`config.mk`:
```
export PLATFORM = sky130hd
export DESIGN_NAME = board_motion
export DESIGN_NICKNAME = d
export VERILOG_FILES = /design/src/rtl/board_pkg.sv /design/src/rtl/frame_tick_sync.sv /design/src/rtl/board_motion.sv
export SDC_FILE = /design/constraint.sdc
export NUM_CORES = 1
export LEC_CHECK = 0
export CAP_MARGIN = 20
export CORE_AREA = 5 5 69 71
export CTS_BUF_LIST = sky130_fd_sc_hd__clkbuf_2
export CTS_CLUSTER_SIZE = 12
export DETAILED_ROUTE_END_ITERATION = 7
export DIE_AREA = 0 0 74 76
export SYNTH_ARGS = -nofsm -noshare
export SYNTH_HDL_FRONTEND = slang
export SYNTH_SLANG_ARGS = --single-unit
```
`constraint.sdc`:
```
create_clock -name Clk -period 3.5 [get_ports Clk]
set_input_delay 1.05 -clock Clk [delete_from_list [all_inputs] [get_ports Clk]]
set_output_delay 1.05 -clock Clk [all_outputs]
set_load 0.01 [all_outputs]
```
`src/rtl/board_pkg.sv`:
```
// board_pkg: shared board sprite types, geometry and default rows
package board_pkg;

    typedef enum logic [1:0] {AT_TOP, MOVING_DOWN, AT_BOTTOM, MOVING_UP} board_state_e;

    localparam int BOARD_W         = 68;
    localparam int BOARD_H         = 12;
    localparam int PURPLE_X        = 556;
    localparam int PURPLE_Y_TOP    = 204;
    localparam int PURPLE_Y_BOTTOM = 252;
    localparam int YELLOW_Y_TOP    = 300;
    localparam int YELLOW_Y_BOTTOM = 348;

endpackage

```
`src/rtl/frame_tick_sync.sv`:
```
// frame_tick_sync: synchronises vsync into Clk and emits one registered pulse per rising edge
module frame_tick_sync (
    input  logic Clk,
    input  logic Reset,
    input  logic frame_clk,
    output logic tick
);
    logic s1, s2, s3;

    // two-flop synchroniser, edge history and registered rising-edge pulse
    always_ff @(posedge Clk or posedge Reset)
        if (Reset) {s1, s2, s3, tick} <= '0;
        else begin
            s1   <= frame_clk;
            s2   <= s1;
            s3   <= s2;
            tick <= s2 & ~s3;
        end

endmodule

```
`src/rtl/board_motion.sv`:
```
// board_motion: per-frame platform position controller; BOARD_MOTION_LATCH_EN selects press-to-toggle request
module board_motion
    import board_pkg::*;
#(
    parameter int BOARD_X  = PURPLE_X,
    parameter int Y_TOP    = PURPLE_Y_TOP,
    parameter int Y_BOTTOM = PURPLE_Y_BOTTOM,
    parameter int STEP     = 2
) (
    input  logic       Clk,
    input  logic       Reset,
    input  logic       frame_clk,
    input  logic       button_on,
    input  logic       obstructed,
    output logic [9:0] board_x,
    output logic [9:0] board_y,
    output logic       is_moving,
    output logic       at_top,
    output logic       at_bottom
);
    localparam logic [9:0] YT = 10'(Y_TOP);
    localparam logic [9:0] YB = 10'(Y_BOTTOM);
    localparam logic [9:0] ST = 10'(STEP);

    logic         tick, want_down, go_down, go_up;
    logic [9:0]   y_dn, y_up;
    board_state_e state, nxt;

    frame_tick_sync u_sync (.Clk(Clk), .Reset(Reset), .frame_clk(frame_clk), .tick(tick));

`ifdef BOARD_MOTION_LATCH_EN
    logic btn_q;

    // each fresh press flips the lowering request
    always_ff @(posedge Clk or posedge Reset)
        if (Reset) begin
            btn_q     <= 1'b0;
            want_down <= 1'b0;
        end else begin
            btn_q <= button_on;
            if (button_on && !btn_q) want_down <= !want_down;
        end
`else
    assign want_down = button_on;
`endif

    assign board_x = 10'(BOARD_X);
    assign y_dn    = (YB - board_y <= ST) ? YB : board_y + ST;
    assign y_up    = (board_y - YT <= ST) ? YT : board_y - ST;
    assign go_down = want_down && !obstructed && state != AT_BOTTOM;
    assign go_up   = !go_down && (state == MOVING_UP || (!want_down && state != AT_TOP));

    // landing on an end row settles into the matching rest state
    always_comb
        nxt = go_down ? (y_dn == YB ? AT_BOTTOM : MOVING_DOWN) :
              go_up   ? (y_up == YT ? AT_TOP : MOVING_UP) : state;

    // position, state and status flags advance only on the frame tick
    always_ff @(posedge Clk or posedge Reset)
        if (Reset) begin
            state     <= AT_TOP;
            board_y   <= YT;
            at_top    <= 1'b1;
            at_bottom <= 1'b0;
            is_moving <= 1'b0;
        end else if (tick) begin
            state     <= nxt;
            board_y   <= go_down ? y_dn : go_up ? y_up : board_y;
            at_top    <= nxt == AT_TOP;
            at_bottom <= nxt == AT_BOTTOM;
            is_moving <= nxt == MOVING_DOWN || nxt == MOVING_UP;
        end

endmodule

```
==> flow_metrics.py <==
metrics = {
    "logic_synthesis": {
        "synthAdderAreaFrac": 0.0483,
        "syn_area_per_cell_um2": 8.18,
        "ys_types": 56,
        "yosys_warnings": 0,
        "postSynthCellCount": 190,
        "synth_compound_area_frac": 0.219,
        "synth-xor-area-share": 0.0225,
        "synth_mux_area_frac": 0.0137,
        "synthSimpleGateAreaFrac": 0.271,
        "synth_top_family_by_area": "simple AND/OR/NAND/NOR gates",
        "ys_seq_area_frac": 0.294,
        "ys_ff_latch": 18,
        "synth_enable_flop_cells": 0,
        "syn_area_mm2": 0.00155,
        "async_flop_share": 1.00,
        "synth-main-ff-cell": "dfrtp_1",
    },
    "final_layout": {
        "drive_gt1_frac": 0.0808,
        "multiInputGateArea_um2": 931,
        "diodes": 0,
        "fill_cells": 428,
        "seq_area_um2": 457,
        "postLayoutCoreUtil": 0.407,
        "nNetsFinal": 210,
        "areaGrowthSynthToFinish_pct": 9.26,
        "stdcell_area_mm2": 0.00170,
        "fin_cells": 250,
    },
    "place": {
        "dp_hpwl_um": 2740,
        "gp_congestion": 0.892,
        "placed_cell_area_mm2": 0.00167,
        "portBuffers": 17,
        "dp.cells": 245,
    },
    "global_route": {
        "grtUsageMet2": 0.227,
        "grt_max_degree": 20,
        "grt_util_met1": 0.205,
        "overflow": 0,
        "use_met3": 0.0158,
        "grt_util_all_layers": 0.146,
        "grt_pass1_wl_um": 6580,
        "grt_busiest_layer": "met2",
        "antenna_found_initial": 0,
        "grt_pass1_vias": 1347,
    },
    "clock_network": {
        "root_buffer": "clkbuf_2",
        "clock_latency_ns": 0.31,
        "cts_tree": "done",
        "numClockSinks": 18,
        "cts_max_path_buffers": 2,
        "cts_inserted_buffers": 3,
        "clkTransAtPathRegs_ns": 0.20,
        "postCtsHoldBufs": 0,
        "cts_setup_buffers": 0,
        "cts_resized": 0,
        "h-tree-depth": 1,
    },
    "sta": {
        "max_slew.worst_pin.slew_ns": 0.700,
        "clock_skew_ns": 0.0226,
        "fin_crit_ns": 2.75,
        "slew_violations": 0,
        "fmax_ghz": 0.364,
        "post-route-period-util": 0.786,
        "fin_tns_setup_ns": 0,
        "slew_headroom": 0.533,
        "finalSetupViolCount": 0,
        "finalHoldViolations": 0,
        "rsz0062_at_grt": "no",
    },
    "setup_path": {
        "critical_path_class": "reg -> out",
        "end_kind": "output pin",
        "critPathMaxFanout": 19,
        "r2r_cells": 9,
        "path_buf_inv": 1,
        "cp.arrival_ns": 1.70,
        "slowest_stage": "dfstp_2",
        "critPathMaxStageDelay_ns": 0.78,
        "required_ns": 2.45,
        "start_kind": "flop",
        "r2r_start": "board_y[1]",
        "cpLargestDelayFamily": "flip-flops",
        "reg2reg_to": "board_y[9]",
        "path_cells": "clkdlybuf4s50_1",
        "endpoint": "board_y[3]",
        "startpoint": "board_y[3]",
        "cp.depth": 1,
        "reg2reg_slack_ns": 0.91,
    },
    "die": {
        "rows": 24,
        "die_h_um": 76,
        "die_w_um": 74,
        "initial_core_util": 0.372,
        "dieArea_mm2": 0.00562,
        "coreArea_mm2": 0.00417,
        "ios": 28,
    },
    "status": {
        "outcome": "complete, no violations",
    },
    "run": {
        "drv_cap": 0,
    },
    "route": {
        "viasPerCell": 5.58,
        "routed-via-count": 1396,
        "first_pass_iters": 4,
        "drc": 0,
        "wl_per_cell_um": 15.2,
        "wl_um": 3800,
        "drt_iter0_markers": 118,
        "final_antenna_net_count": 0,
    },
    "pwr": {
        "power_density_mw_per_mm2": 742,
        "p_leak_nw": 0.694,
        "total_power_mw": 1.26,
        "ir_drop_mv": 0.324,
    },
    "worst_hold_path": {
        "hold_class": "reg -> reg",
        "min_from": "u_sync.s1",
        "hold_depth": 0,
    },
}
==> per-stage QoR <==
step           worst slack, ns  hold slack, ns
3_5_place_dp             0.409           0.337
2_1_floorplan             1.20           0.331
6_report                 0.751           0.372
5_1_grt                  0.518           0.397
4_1_cts                  0.738           0.376
3_3_place_gp             0.529           0.333
==> power by group <==
group | internal [mW] | switching [mW]
Combinational | 0.334 | 0.346
Clock | 0.0249 | 0.0682
Sequential | 0.293 | 0.193
Total | 0.653 | 0.607
==> metal layers <==
metal	vias up	share of wire
met2	43	0.46
met3	4	0.048
met4	0	0.016
met1	666	0.47
li1	683	-
met5	-	0
==> placed cells by master, fill, tap and decap left out, types with 3 or more instances in the layout <==
cell type	n
buf_4	3
a21oi_1	8
o21ai_0	6
nor3_1	4
nand4_1	4
nor2_1	18
nand2_1	19
a221oi_1	4
clkdlybuf4s50_1	17
nand2b_1	4
o22a_1	4
xor2_1	3
inv_1	9
conb_1	10
ha_1	6
dfrtp_1	13
a31oi_1	3
clkbuf_2	3
nand3_1	6
dfstp_2	5
nor2b_1	7
==> cells in the mapped netlist, types with 5 or more instances <==
cell	n	area [µm²]
nand2_1	19	71.3
nor2_1	18	67.6
dfrtp_1	13	325
buf_4	11	82.6
inv_1	9	33.8
a21oi_1	8	40.0
clkbuf_1	8	30.0
nor2b_1	7	43.8
ha_1	6	75.1
nand3_1	6	30.0
o21ai_0	6	30.0
dfstp_2	5	131
==> worst min path at each step <==
stage	slack, ns	to
6_report	0.37	u_sync.s2
5_1_grt	0.40	u_sync.s2
4_1_cts	0.38	u_sync.s2
3_5_place_dp	0.34	u_sync.s2
3_3_place_gp	0.33	u_sync.s2
2_1_floorplan	0.33	u_sync.s2
==> layout make-up <==
cell class	instances	area share
timing repair buffer	20	0.113
multi-input combinational	147	0.548
sequential	18	0.269
inverter	9	0.0199
clock inverter	1	0.00221
tap	52	0.0383
clock buffer	3	0.00884
==> cell families (layout without fill, tap and decap cells) <==
kind of cell    Yosys count  count (layout)
other cells               2              10
fa+ha+maj                 6               6
compound gates           46              46
buf+inv                  33              33
mux                       2               2
flops                    18              18
simple gates             79              79
xor+xnor                  4               4
Note: power is estimated with default switching activity, not from simulation.
==> RTL edit, RTL diff (same flow settings) <==
Build with the macro `BOARD_MOTION_LATCH_EN` defined.
--- a/src/rtl/board_motion.sv
+++ b/src/rtl/board_motion.sv
@@ -1,2 +1,4 @@
 // board_motion: per-frame platform position controller; BOARD_MOTION_LATCH_EN selects press-to-toggle request
+`define BOARD_MOTION_LATCH_EN
+
 module board_motion
Check against the original RTL: not equivalent (Yosys sat finds a counterexample within 10 cycles, from zero or initial values and one cycle with Reset high).
==> RTL edit against the original RTL <==
Area after synthesis grew 9.5%; setup slack lost 0.044 ns; total power grew 19%; cell area up 9.2%; first-iteration DRC count down 28%; non-clock buffer count is 1 lower; critical path depth unchanged; routed wire length is 4.3% higher; core utilization grew 3.7 points; via count increased by 6.0%; sequential cell count rose by 2; register-to-register slack worse by 0.13 ns; sequential power rose by 18%.
==> RTL edit: results (changes against the original RTL) <==
stage;metric;value;unit;change
placed_design;placed inst area;1810;um2;+8.2%
synthesis;top post-synthesis cells by count;dfrtp_1 (15), nand2_1 (14), a21oi_1 (13), nor2_1 (13), buf_4 (12);;
grt;GRT Total Usage;14.8;%;+0.18 points
power_and_ir_drop;VDD IR max;0.289;mV;-11%
cts;Clock Latency Late Sink;0.34;ns;+0.03 ns
finish;NumNets Final;220;;+4.8%
power_and_ir_drop;Comb power;744;uW;+9.4%
sta;Fin Hold WS;0.384;ns;+0.0126 ns
sta;worst clock skew;0.00509;ns;-0.0175 ns
power_and_ir_drop;P_seq;576;uW;+18%
grt;vias in the first global route;1334;;-0.97%
placed_design;placed wire-length estimate;2780;um;+1.3%
routing;Iteration-0 DRC Markers;85;;-28%
routing;met2 WL;1800;um;+2.1%
critical_path;arrival time worst endpoint;1.74;ns;+0.04 ns
grt;pin count of the biggest net entering global routing;21;;+5.0%
sta;fin crit period;2.79;ns;+0.0437 ns
grt;first-pass GRT wire length;6760;um;+2.6%
placed_design;Placed Cells incl. Taps;256;;+4.5%
placed_design;Final GP Congestion;0.864;;-3.1%
power_and_ir_drop;Pwr Total;1.50;mW;+19%
run_status;status;finished clean;;
critical_path;R2R Path End;board_y[7]$_DFFE_PP1P_;;
placed_design;pre-CTS WS;0.540;ns;+0.131 ns
critical_path;internal reg-to-reg setup slack;0.78;ns;-0.13 ns
synthesis;Avg Cell Area, Syn;8.34;um2;+2.0%
synthesis;top post-synthesis cells by area;dfrtp_1 (22%), dfstp_2 (7.7%), buf_4 (5.3%);;
finish;share of layout cells above drive strength 1;9.13;%;+1.1 points
routing;Post-Route WL;3970;um;+4.3%
routing;vias per cell;5.69;;+1.9%
power_and_ir_drop;Leak;0.710;nW;+2.3%
power_and_ir_drop;Psw;702;uW;+16%
synthesis;post-synthesis sequential area ratio;29.8;%;+0.39 points
routing;vias post-DR;1480;;+6.0%
sta;Rel. slew slack;32.0;%;-21 points
routing;met1 wire length;1890;um;+5.5%
[RTL edit: cell types whose count changed in the layout (fill, tap and decap cells not counted), sizes merged, moves of 4 or more]
cell,delta
o211ai,+4
a21oi,+6
o22ai,+4
o21ai,+6
nand2,-5
nor2,-5
o22a,-4
[RTL edit: logic make-up (layout without fill, tap and decap cells)]
group | Yosys count | count (layout) | synth area share, %
compound gates | 61 | 61 | 24.8
other cells | 2 | 10 | 0.441
simple gates | 72 | 72 | 24.0
buf+inv | 33 | 29 | 11.5
fa+ha+maj | 6 | 6 | 4.41
flops | 20 | 20 | 29.8
xor+xnor | 10 | 10 | 5.15
[RTL edit: cell type report]
cell class              instances  area (um2)
fillers                       424        2320
well taps                      52        65.1
multi-input cells             159        1030
flip-flops and latches         20         507
clock inverters                 1        30.0
inverters                       6        22.5
repair buffers                 19         185
clock buffers                   3        15.0
[RTL edit: metal layers]
metal / track usage, % / vias up
met2: 21.5 / 38
met4: 5.98 / 0
met5: 0 / -
met1: 21.5 / 704
li1: - / 731
met3: 2.37 / 7
